**config.mk**
```make
export PLATFORM = sky130hd
export DESIGN_NAME = fifo_reader
export DESIGN_NICKNAME = d
export VERILOG_FILES = /design/src/rtl/fifo_reader.sv
export SDC_FILE = /design/constraint.sdc
export NUM_CORES = 1
export LEC_CHECK = 0
export ABC_AREA = 0
export CORE_ASPECT_RATIO = 0.7
export CORE_UTILIZATION = 44
export CTS_CLUSTER_DIAMETER = 100
export DETAILED_ROUTE_END_ITERATION = 6
export GPL_TIMING_DRIVEN = 0
export PLACE_DENSITY = 0.74
export SYNTH_ARGS = -nofsm -noshare
export SYNTH_HDL_FRONTEND = slang
export SYNTH_SLANG_ARGS = --single-unit
```
**constraint.sdc**
```tcl
create_clock -name clock -period 1.9 [get_ports clock]
set_input_delay 0.19 -clock clock [delete_from_list [all_inputs] [get_ports clock]]
set_output_delay 0.19 -clock clock [all_outputs]
set_load 0.02 [all_outputs]
```
**src/rtl/fifo_reader.sv**
```systemverilog
// rtl/fifo_reader.sv - FIFO read-side master: skid buffer absorbing read latency, burst-framed valid/ready stream
module fifo_reader #(
  parameter int DATA_W     = 8,
  parameter int BURST_LEN  = 4,
  parameter int SKID_DEPTH = 2
) (
  input  logic              clock,
  input  logic              reset,
  input  logic              enable,
  input  logic              fifo_empty,
  input  logic [DATA_W-1:0] fifo_data,
  output logic              read_en,
  output logic [DATA_W-1:0] m_data,
  output logic              m_valid,
  output logic              m_last,
  input  logic              m_ready,
  output logic              busy,
  output logic [15:0]       rd_count
);

  localparam int CW = $clog2(SKID_DEPTH + 1);
  localparam int PW = $clog2(SKID_DEPTH);
  localparam int BW = (BURST_LEN > 1) ? $clog2(BURST_LEN) : 1;
  localparam logic [PW-1:0] PTR_LAST  = PW'(SKID_DEPTH - 1);
  localparam logic [BW-1:0] BEAT_LAST = BW'(BURST_LEN - 1);

  typedef enum logic [1:0] {IDLE, RUN, DRAIN} state_t;

  state_t            state;
  logic [DATA_W-1:0] skid [SKID_DEPTH];
  logic [PW-1:0]     head;
  logic [PW-1:0]     tail;
  logic [CW-1:0]     count;
  logic              inflight;
  logic [BW-1:0]     beat;
  logic              xfer;
  logic [CW:0]       load;

  function automatic logic [PW-1:0] ptr_next(input logic [PW-1:0] p);
    return (p == PTR_LAST) ? '0 : p + PW'(1);
  endfunction

  assign m_valid = (count != '0);
  assign xfer    = m_valid && m_ready;
  assign m_data  = m_valid ? skid[head] : '0;
  assign m_last  = m_valid && (beat == BEAT_LAST);
  assign busy    = (state != IDLE);

  // A head beat leaving this cycle frees its slot, which lets a 2-entry skid sustain one byte per cycle.
  assign load    = {1'b0, count} + (CW+1)'(inflight) - (CW+1)'(xfer);
  assign read_en = (state == RUN) && !fifo_empty && (load < (CW+1)'(SKID_DEPTH));

  always_ff @(posedge clock) begin
    if (inflight) begin
      skid[tail] <= fifo_data;
    end
  end

  always_ff @(posedge clock or posedge reset) begin
    if (reset) begin
      state    <= IDLE;
      head     <= '0;
      tail     <= '0;
      count    <= '0;
      inflight <= 1'b0;
      beat     <= '0;
      rd_count <= '0;
    end else begin
      inflight <= read_en;
      if (inflight) begin
        tail <= ptr_next(tail);
      end
      if (xfer) begin
        head     <= ptr_next(head);
        beat     <= (beat == BEAT_LAST) ? '0 : beat + BW'(1);
        rd_count <= rd_count + 16'd1;
      end
      case ({inflight, xfer})
        2'b10:   count <= count + CW'(1);
        2'b01:   count <= count - CW'(1);
        default: count <= count;
      endcase
      case (state)
        IDLE:    if (enable) state <= RUN;
        RUN:     if (!enable) state <= DRAIN;
        DRAIN: begin
          if (enable) begin
            state <= RUN;
          end else if (!inflight && (count == '0)) begin
            state <= IDLE;
          end
        end
        default: state <= IDLE;
      endcase
    end
  end

endmodule

```
==> metrics.txt, run 1 <==
number of buffers inserted for hold repair after clock tree synthesis=0; starting utilization of the core area=~48%; post-placement worst setup slack=-0.862 ns; WP data required=roughly 1.7 ns; CTS root buf=sky130_fd_sc_hd__clkbuf_8; highest-count cells in the layout ignoring fill and taps=sky130_fd_sc_hd__clkdlybuf4s50_1, sky130_fd_sc_hd__dfrtp_1, sky130_fd_sc_hd__edfxtp_1; global-route wire length before repair=5510 um; I/O pin total=between 40 and 50; DP Wirelength=about 2300 um; internal cell power=slightly above 2 mW; final critical delay including setup and external delays=between 2 and 2.5 ns; final slew viol count=0; TritonCTS buffer count=5; number of synthesized register bits=41; number of cells produced by synthesis=~140; maximum VDD drop=0.000649 V; post-route fraction of the period consumed by the critical path=118%; Syn Std Cell Area=roughly 1800 um2; worst hold-check path type=in -> async; gr ovfl total=0; sequential group share of total power=about two fifths; PwrDens=approximately 1300 nW/um2; final cell count without fillers=about 250; final core occ=66.5%; std cell rows=18; Final nets=210; pin count of the biggest net entering global routing=26; startpoint class of the critical path=flop; Relative slew margins=between 30% and 40%; violations in the final reports=negative setup slack; slack of the critical path=-0.347 ns; Max Clk Rate=between 400 and 500 MHz; number of nets still failing antenna checks after routing=0; Setup Skew=between 0.003 and 0.004 ns; residual DRC count=0; CTS clock-pin slew for the worst setup and hold paths=around 0.080 ns; syn_nets=around 160; crit path capture type=output port; Tightest Pin Transition=between 0.9 and 1 ns; Cell variety after synth=30; number of antenna violations at the first check in global routing=0; number of buffers added on ports=40; CP Class=reg -> out; placer's final routability congestion estimate=about 0.72; total wire length=approximately 3400 um; Die Span X=around 80 um; Gate power share=between 30% and 40%; unrepaired setup endpoints after global routing=true; final hold violation count=0; DIE AREA=between 4000 and 5000 um2; final routed wire length divided by cell count=between 10 and 15 um; most frequent standard cell in the layout excluding fill and tap cells=sky130_fd_sc_hd__clkdlybuf4s50_1; run status=finished with violations; placed cell areas=around 2300 um2; clock tree from TritonCTS=done; Non-Filler Cell Area, Final=between 2000 and 2500 um2; number of search-and-repair iterations in the first detailed-routing pass=4; via count of the routed design=1192; area overhead of the layout relative to synthesis=38.1%; global routing usage summed across all routing layers=a little under a fifth; average cell area after synthesis=between 10 and 15 um2; Power Total=3.15 mW; Sw Pwr=approximately 1.1 mW; vertical die dimension=about 55 um; number of fillers in the final layout=282; register area share after synthesis=between 60 and 70%; drt via density=between 4 and 5; clk_lat worst skew=between 0.2 and 0.3 ns; # H-tree levels=2; core region area=roughly 3700 um2; max-cap violation count=0; number of sinks handled by clock tree synthesis=41; fraction of final layout cells with drive strength greater than 1=~15%; number of inserted diodes=0; maximum count of clock buffers along a single path=2; count of final setup violators=1; number of placed instances with taps included=about 230; Clock power frac=21.3%; switching portion of total power=a little over a third; WP data arrival=~2.1 ns; vias in the first global route=about 1200; CP max FO=3; cell leakage power=about 1.1 nW; Syn. warnings=0; count of routing violations after the opening detailed-route iteration=73
## cells by family (layout without fill, tap and decap cells)
family	Yosys count	after routing	synth area share, %
AO/OA/AOI/OAI	8	8	2.76
XOR/XNOR	20	20	9.91
adder cells (fa/ha/maj)	3	3	2.55
buffers and inverters	7	61	1.70
flip-flops	41	41	62.6
multiplexers	8	8	4.53
AND/OR/NAND/NOR	54	54	16.0
## sequential cells by signal, indices dropped and copies added, names as in the netlist
| register | count |
|---|---|
| rd_count | 16 |
| skid | 16 |
| beat | 2 |
| count | 2 |
| state | 2 |
| head | 1 |
| inflight | 1 |
| tail | 1 |
## critical path: stages, from the launching register on
cell	delay [ns]
sky130_fd_sc_hd__dfrtp_2	0.45
sky130_fd_sc_hd__o21ai_4	0.17
sky130_fd_sc_hd__buf_6	0.13
sky130_fd_sc_hd__nor2_4	0.03
sky130_fd_sc_hd__fa_2	0.37
sky130_fd_sc_hd__xor2_2	0.17
sky130_fd_sc_hd__nor4b_4	0.27
sky130_fd_sc_hd__buf_4	0.18
## per-layer routing
| metal | global-route usage, % | part of all wire (%) |
|---|---|---|
| met1 | 22.3 | 46 |
| met2 | 30.8 | 50 |
| met3 | 5.08 | 3.1 |
| met4 | 8.18 | 1.1 |
| met5 | 0 | 0 |
## synthesized netlist by cell type
library cell / n / area share [%]
sky130_fd_sc_hd__a21boi_0: 1 / 0.42
sky130_fd_sc_hd__a21o_1: 1 / 0.42
sky130_fd_sc_hd__a21oi_1: 2 / 0.57
sky130_fd_sc_hd__and2_1: 1 / 0.35
sky130_fd_sc_hd__and3_1: 1 / 0.35
sky130_fd_sc_hd__and4_1: 1 / 0.50
sky130_fd_sc_hd__buf_4: 1 / 0.42
sky130_fd_sc_hd__clkbuf_1: 3 / 0.64
sky130_fd_sc_hd__dfrtp_1: 25 / 35
sky130_fd_sc_hd__edfxtp_1: 16 / 27
sky130_fd_sc_hd__fa_1: 1 / 1.1
sky130_fd_sc_hd__ha_1: 2 / 1.4
sky130_fd_sc_hd__inv_1: 3 / 0.64
sky130_fd_sc_hd__mux2i_1: 8 / 4.5
sky130_fd_sc_hd__nand2_1: 15 / 3.2
sky130_fd_sc_hd__nand2b_1: 2 / 0.71
sky130_fd_sc_hd__nand3_1: 5 / 1.4
sky130_fd_sc_hd__nand4_1: 3 / 1.1
sky130_fd_sc_hd__nor2_1: 13 / 2.8
sky130_fd_sc_hd__nor2b_1: 6 / 2.1
sky130_fd_sc_hd__nor3_1: 2 / 0.57
sky130_fd_sc_hd__nor3_2: 1 / 0.57
sky130_fd_sc_hd__nor4_4: 1 / 1.2
sky130_fd_sc_hd__nor4b_1: 1 / 0.50
sky130_fd_sc_hd__o21ai_0: 3 / 0.85
sky130_fd_sc_hd__o21ai_2: 1 / 0.50
sky130_fd_sc_hd__or2_1: 1 / 0.35
sky130_fd_sc_hd__or2_2: 1 / 0.35
sky130_fd_sc_hd__xnor2_1: 13 / 6.4
sky130_fd_sc_hd__xor2_1: 7 / 3.5
## per-stage QoR
stage | hold WS [ns] | TNS, ns
floorplan | 0.217 | -0.215
global placement | 0.460 | -0.913
detailed placement | 0.471 | -1.05
CTS | 0.432 | -0.358
global route | 0.474 | -0.456
finish | 0.415 | -0.347
## final timing paths
| path | from | endpoint | slack (ns) | depth (start not counted) |
|---|---|---|---|---|
| worst min-delay path | reset | inflight | 0.42 | 2 |
| worst min register to register | rd_count[15] | rd_count[15] | 0.48 | 1 |
| max in group asynchronous | reset | count[1] | 0.85 | 2 |
| worst max register to register | count[0] | inflight | 0.12 | 7 |
| min in group clock | enable | state[1] | 0.47 | 2 |
| worst max-delay path | count[0] | read_en | -0.35 | 7 |
## power groups by stage
stage,sequential (mW),clock [mW],combinational [mW]
after floorplan,1.29,0,0.717
after global placement,1.24,0,1.21
after detailed placement,1.26,0,1.23
after CTS,1.27,0.688,1.22
after global routing,1.31,0.729,1.32
final,1.27,0.670,1.21
## layout make-up
type | instances | area [um2] | area share [%]
Buffer | 3 | 32.5 | 1.33
Sequential cell | 41 | 1110 | 45.4
Inverter | 3 | 11.3 | 0.461
Clock inverter | 3 | 41.3 | 1.69
Multi-Input combinational cell | 93 | 679 | 27.8
Clock buffer | 5 | 68.8 | 2.82
Timing Repair Buffer | 47 | 437 | 17.9
Tap cell | 50 | 62.6 | 2.56
## what timing repair did
| action | CTS | global route |
|---|---|---|
| buffers inserted | 7 | 0 |
| pin swaps | 2 | 0 |
| setup endpoints to repair | 12 | 2 |
| gates resized for setup | 24 | 1 |
Power figures use the tool's default switching activity.
==> inputs of run 2 (changes only) <==
--- a/config.mk
+++ b/config.mk
@@ -9,9 +9,10 @@
 export CORE_ASPECT_RATIO = 0.7
 export CORE_UTILIZATION = 44
 export CTS_CLUSTER_DIAMETER = 100
+export CTS_CLUSTER_SIZE = 30
 export DETAILED_ROUTE_END_ITERATION = 6
 export GPL_TIMING_DRIVEN = 0
-export PLACE_DENSITY = 0.74
+export PLACE_DENSITY = 0.75
 export SYNTH_ARGS = -nofsm -noshare
 export SYNTH_HDL_FRONTEND = slang
 export SYNTH_SLANG_ARGS = --single-unit
==> metrics.txt, run 2 (synthesis gave the netlist of run 1 again) <==
final core occ=65.5% (-1.0 points); Relative slew margins=38.1% (+1.1 points); Tightest Pin Transition=0.928 ns (-0.0165 ns); Power Total=3.00 mW (-4.8%); violations in the final reports=negative setup slack; WP data arrival=2.00 ns (-0.06 ns); count of routing violations after the opening detailed-route iteration=47 (-36%); post-placement worst setup slack=-0.858 ns (+0.00435 ns); critical path's largest stage delay=0.42 ns (-0.03 ns); drt via density=4.88 (+0.33%); most frequent standard cell in the layout excluding fill and tap cells=sky130_fd_sc_hd__clkdlybuf4s50_1; placer's final routability congestion estimate=0.694 (-3.8%); CTS root buf=sky130_fd_sc_hd__clkbuf_8; crit path capture type=output port; final slew viol count=0 (unchanged); # H-tree levels=2 (unchanged); I/O pin total=41 (unchanged); residual DRC count=0 (unchanged); slack of the critical path=-0.293 ns (+0.0538 ns); final routed wire length divided by cell count=13.0 um (-4.9%); CTS clock-pin slew for the worst setup and hold paths=0.08 ns (about the same); cell at the slowest stage of the critical path=sky130_fd_sc_hd__dfrtp_2; fraction of final layout cells with drive strength greater than 1=13.4% (-1.5 points); WP data required=1.71 ns (about the same); Setup Skew=0.00595 ns (+0.00197 ns); gr ovfl total=0 (unchanged); number of buffers added on ports=40 (unchanged); final cell count without fillers=244 (-0.41%); Final nets=209 (-0.48%); area overhead of the layout relative to synthesis=36.0%; core region area=3670 um2 (unchanged); clock tree from TritonCTS=done; worst path buffer plus inverter count=2 (unchanged); final critical delay including setup and external delays=2.19 ns (-0.0538 ns); max-cap violation count=0 (unchanged); count of final setup violators=1 (unchanged); startpoint class of the critical path=flop; Non-Filler Cell Area, Final=2400 um2 (-1.5%); Max Clk Rate=456 MHz (+2.5%); starting utilization of the core area=48.2% (unchanged); cell leakage power=1.04 nW (-1.7%); clk_lat worst skew=0.30 ns (about the same); CP max FO=2 (-1); number of inserted diodes=0 (unchanged); pin count of the biggest net entering global routing=26 (unchanged); cell-by-cell listing of the critical path=o21ai_4 > buf_6 > nor2_4 > fa_2 > xor2_2 > nor4b_4 > buf_4; PwrDens=1250 nW/um2 (-3.3%); Top Layer Used=met4; CP Class=reg -> out; run status=finished with violations; TritonCTS buffer count=5 (unchanged); global-route wire length before repair=5260 um (-4.6%); post-route fraction of the period consumed by the critical path=115% (-2.8 points); maximum VDD drop=0.000659 V (+1.6%); placed cell areas=2280 um2 (unchanged); Fin Hold WS=0.399 ns (-0.0168 ns); Die Span X=77.8 um (unchanged); std cell rows=18 (unchanged); detailed-route wire length on metal 1=1460 um (-5.7%); final hold violation count=0 (unchanged); Largest regs=rd_count (16), skid (16); worst hold-check path type=in -> async; highest-count cells in the layout ignoring fill and taps=sky130_fd_sc_hd__clkdlybuf4s50_1, sky130_fd_sc_hd__dfrtp_1, sky130_fd_sc_hd__edfxtp_1; DP Wirelength=2240 um (-4.6%); setup TNS=-0.293 ns (+0.0538 ns); number of antenna violations at the first check in global routing=0 (unchanged); vias in the first global route=1144 (-4.9%); critical path's top delay family=flip-flops; vertical die dimension=55.0 um (unchanged); met2 wire length=1500 um (-9.6%); global routing usage summed across all routing layers=17.1% (-1.0 points); number of nets still failing antenna checks after routing=0 (unchanged); number of search-and-repair iterations in the first detailed-routing pass=4 (unchanged); unrepaired setup endpoints after global routing=true; via count of the routed design=1191 (-0.084%); total wire length=3180 um (-5.2%); DIE AREA=4280 um2 (unchanged); met3 wire len=157 um (+51%); number of placed instances with taps included=231 (unchanged); number of sinks handled by clock tree synthesis=41 (unchanged); maximum count of clock buffers along a single path=2 (unchanged)
==> run 2: worst paths after layout <==
path	from	endpoint	slack, ns	depth (start not counted)
worst max-delay path	count[0]	read_en	-0.29	7
max in group asynchronous	reset	count[1]	0.87	2
worst min-delay path	reset	rd_count[13]	0.40	2
worst min register to register	rd_count[15]	rd_count[15]	0.49	1
min in group clock	enable	state[1]	0.45	2
worst max register to register	count[0]	inflight	0.28	6
==> run 2: final cells by class <==
class	instances	area, um2
Tap cell	50	62.6
Clock buffer	8	80.1
Timing Repair Buffer	46	429
Fill cell	284	1270
Multi-Input combinational cell	93	679
Sequential cell	41	1110
Buffer	3	32.5
Inverter	3	11.3
==> run 2: what timing repair did <==
action                     in CTS  in global routing
buffers inserted                6                  0
gates cloned                    0                  0
pin swaps                       3                  1
setup endpoints to repair      11                  6
hold buffers                    0                  0
resized for setup              24                  1
==> run 2: power by group <==
group / leakage, nW / internal, mW / switching (mW)
Sequential: 0.470 / 1.09 / 0.175
Clock: 0.0395 / 0.261 / 0.282
Combinational: 0.531 / 0.576 / 0.618
==> run 2: routing by layer <==
| metal | up-vias | global-route usage, % |
|---|---|---|
| met4 | 0 | 7.55 |
| met3 | 6 | 5.90 |
| met1 | 579 | 20.9 |
| met5 | - | 0 |
| met2 | 25 | 28.5 |
| li1 | 581 | - |
==> run 2: worst reg2reg max path, stage by stage, from the launching register on <==
cell and delay (ns):
sky130_fd_sc_hd__dfrtp_2 0.42, sky130_fd_sc_hd__o21ai_4 0.16, sky130_fd_sc_hd__buf_6 0.12, sky130_fd_sc_hd__nor2_4 0.03, sky130_fd_sc_hd__fa_2 0.36, sky130_fd_sc_hd__xor2_2 0.17, sky130_fd_sc_hd__nor4b_4 0.26
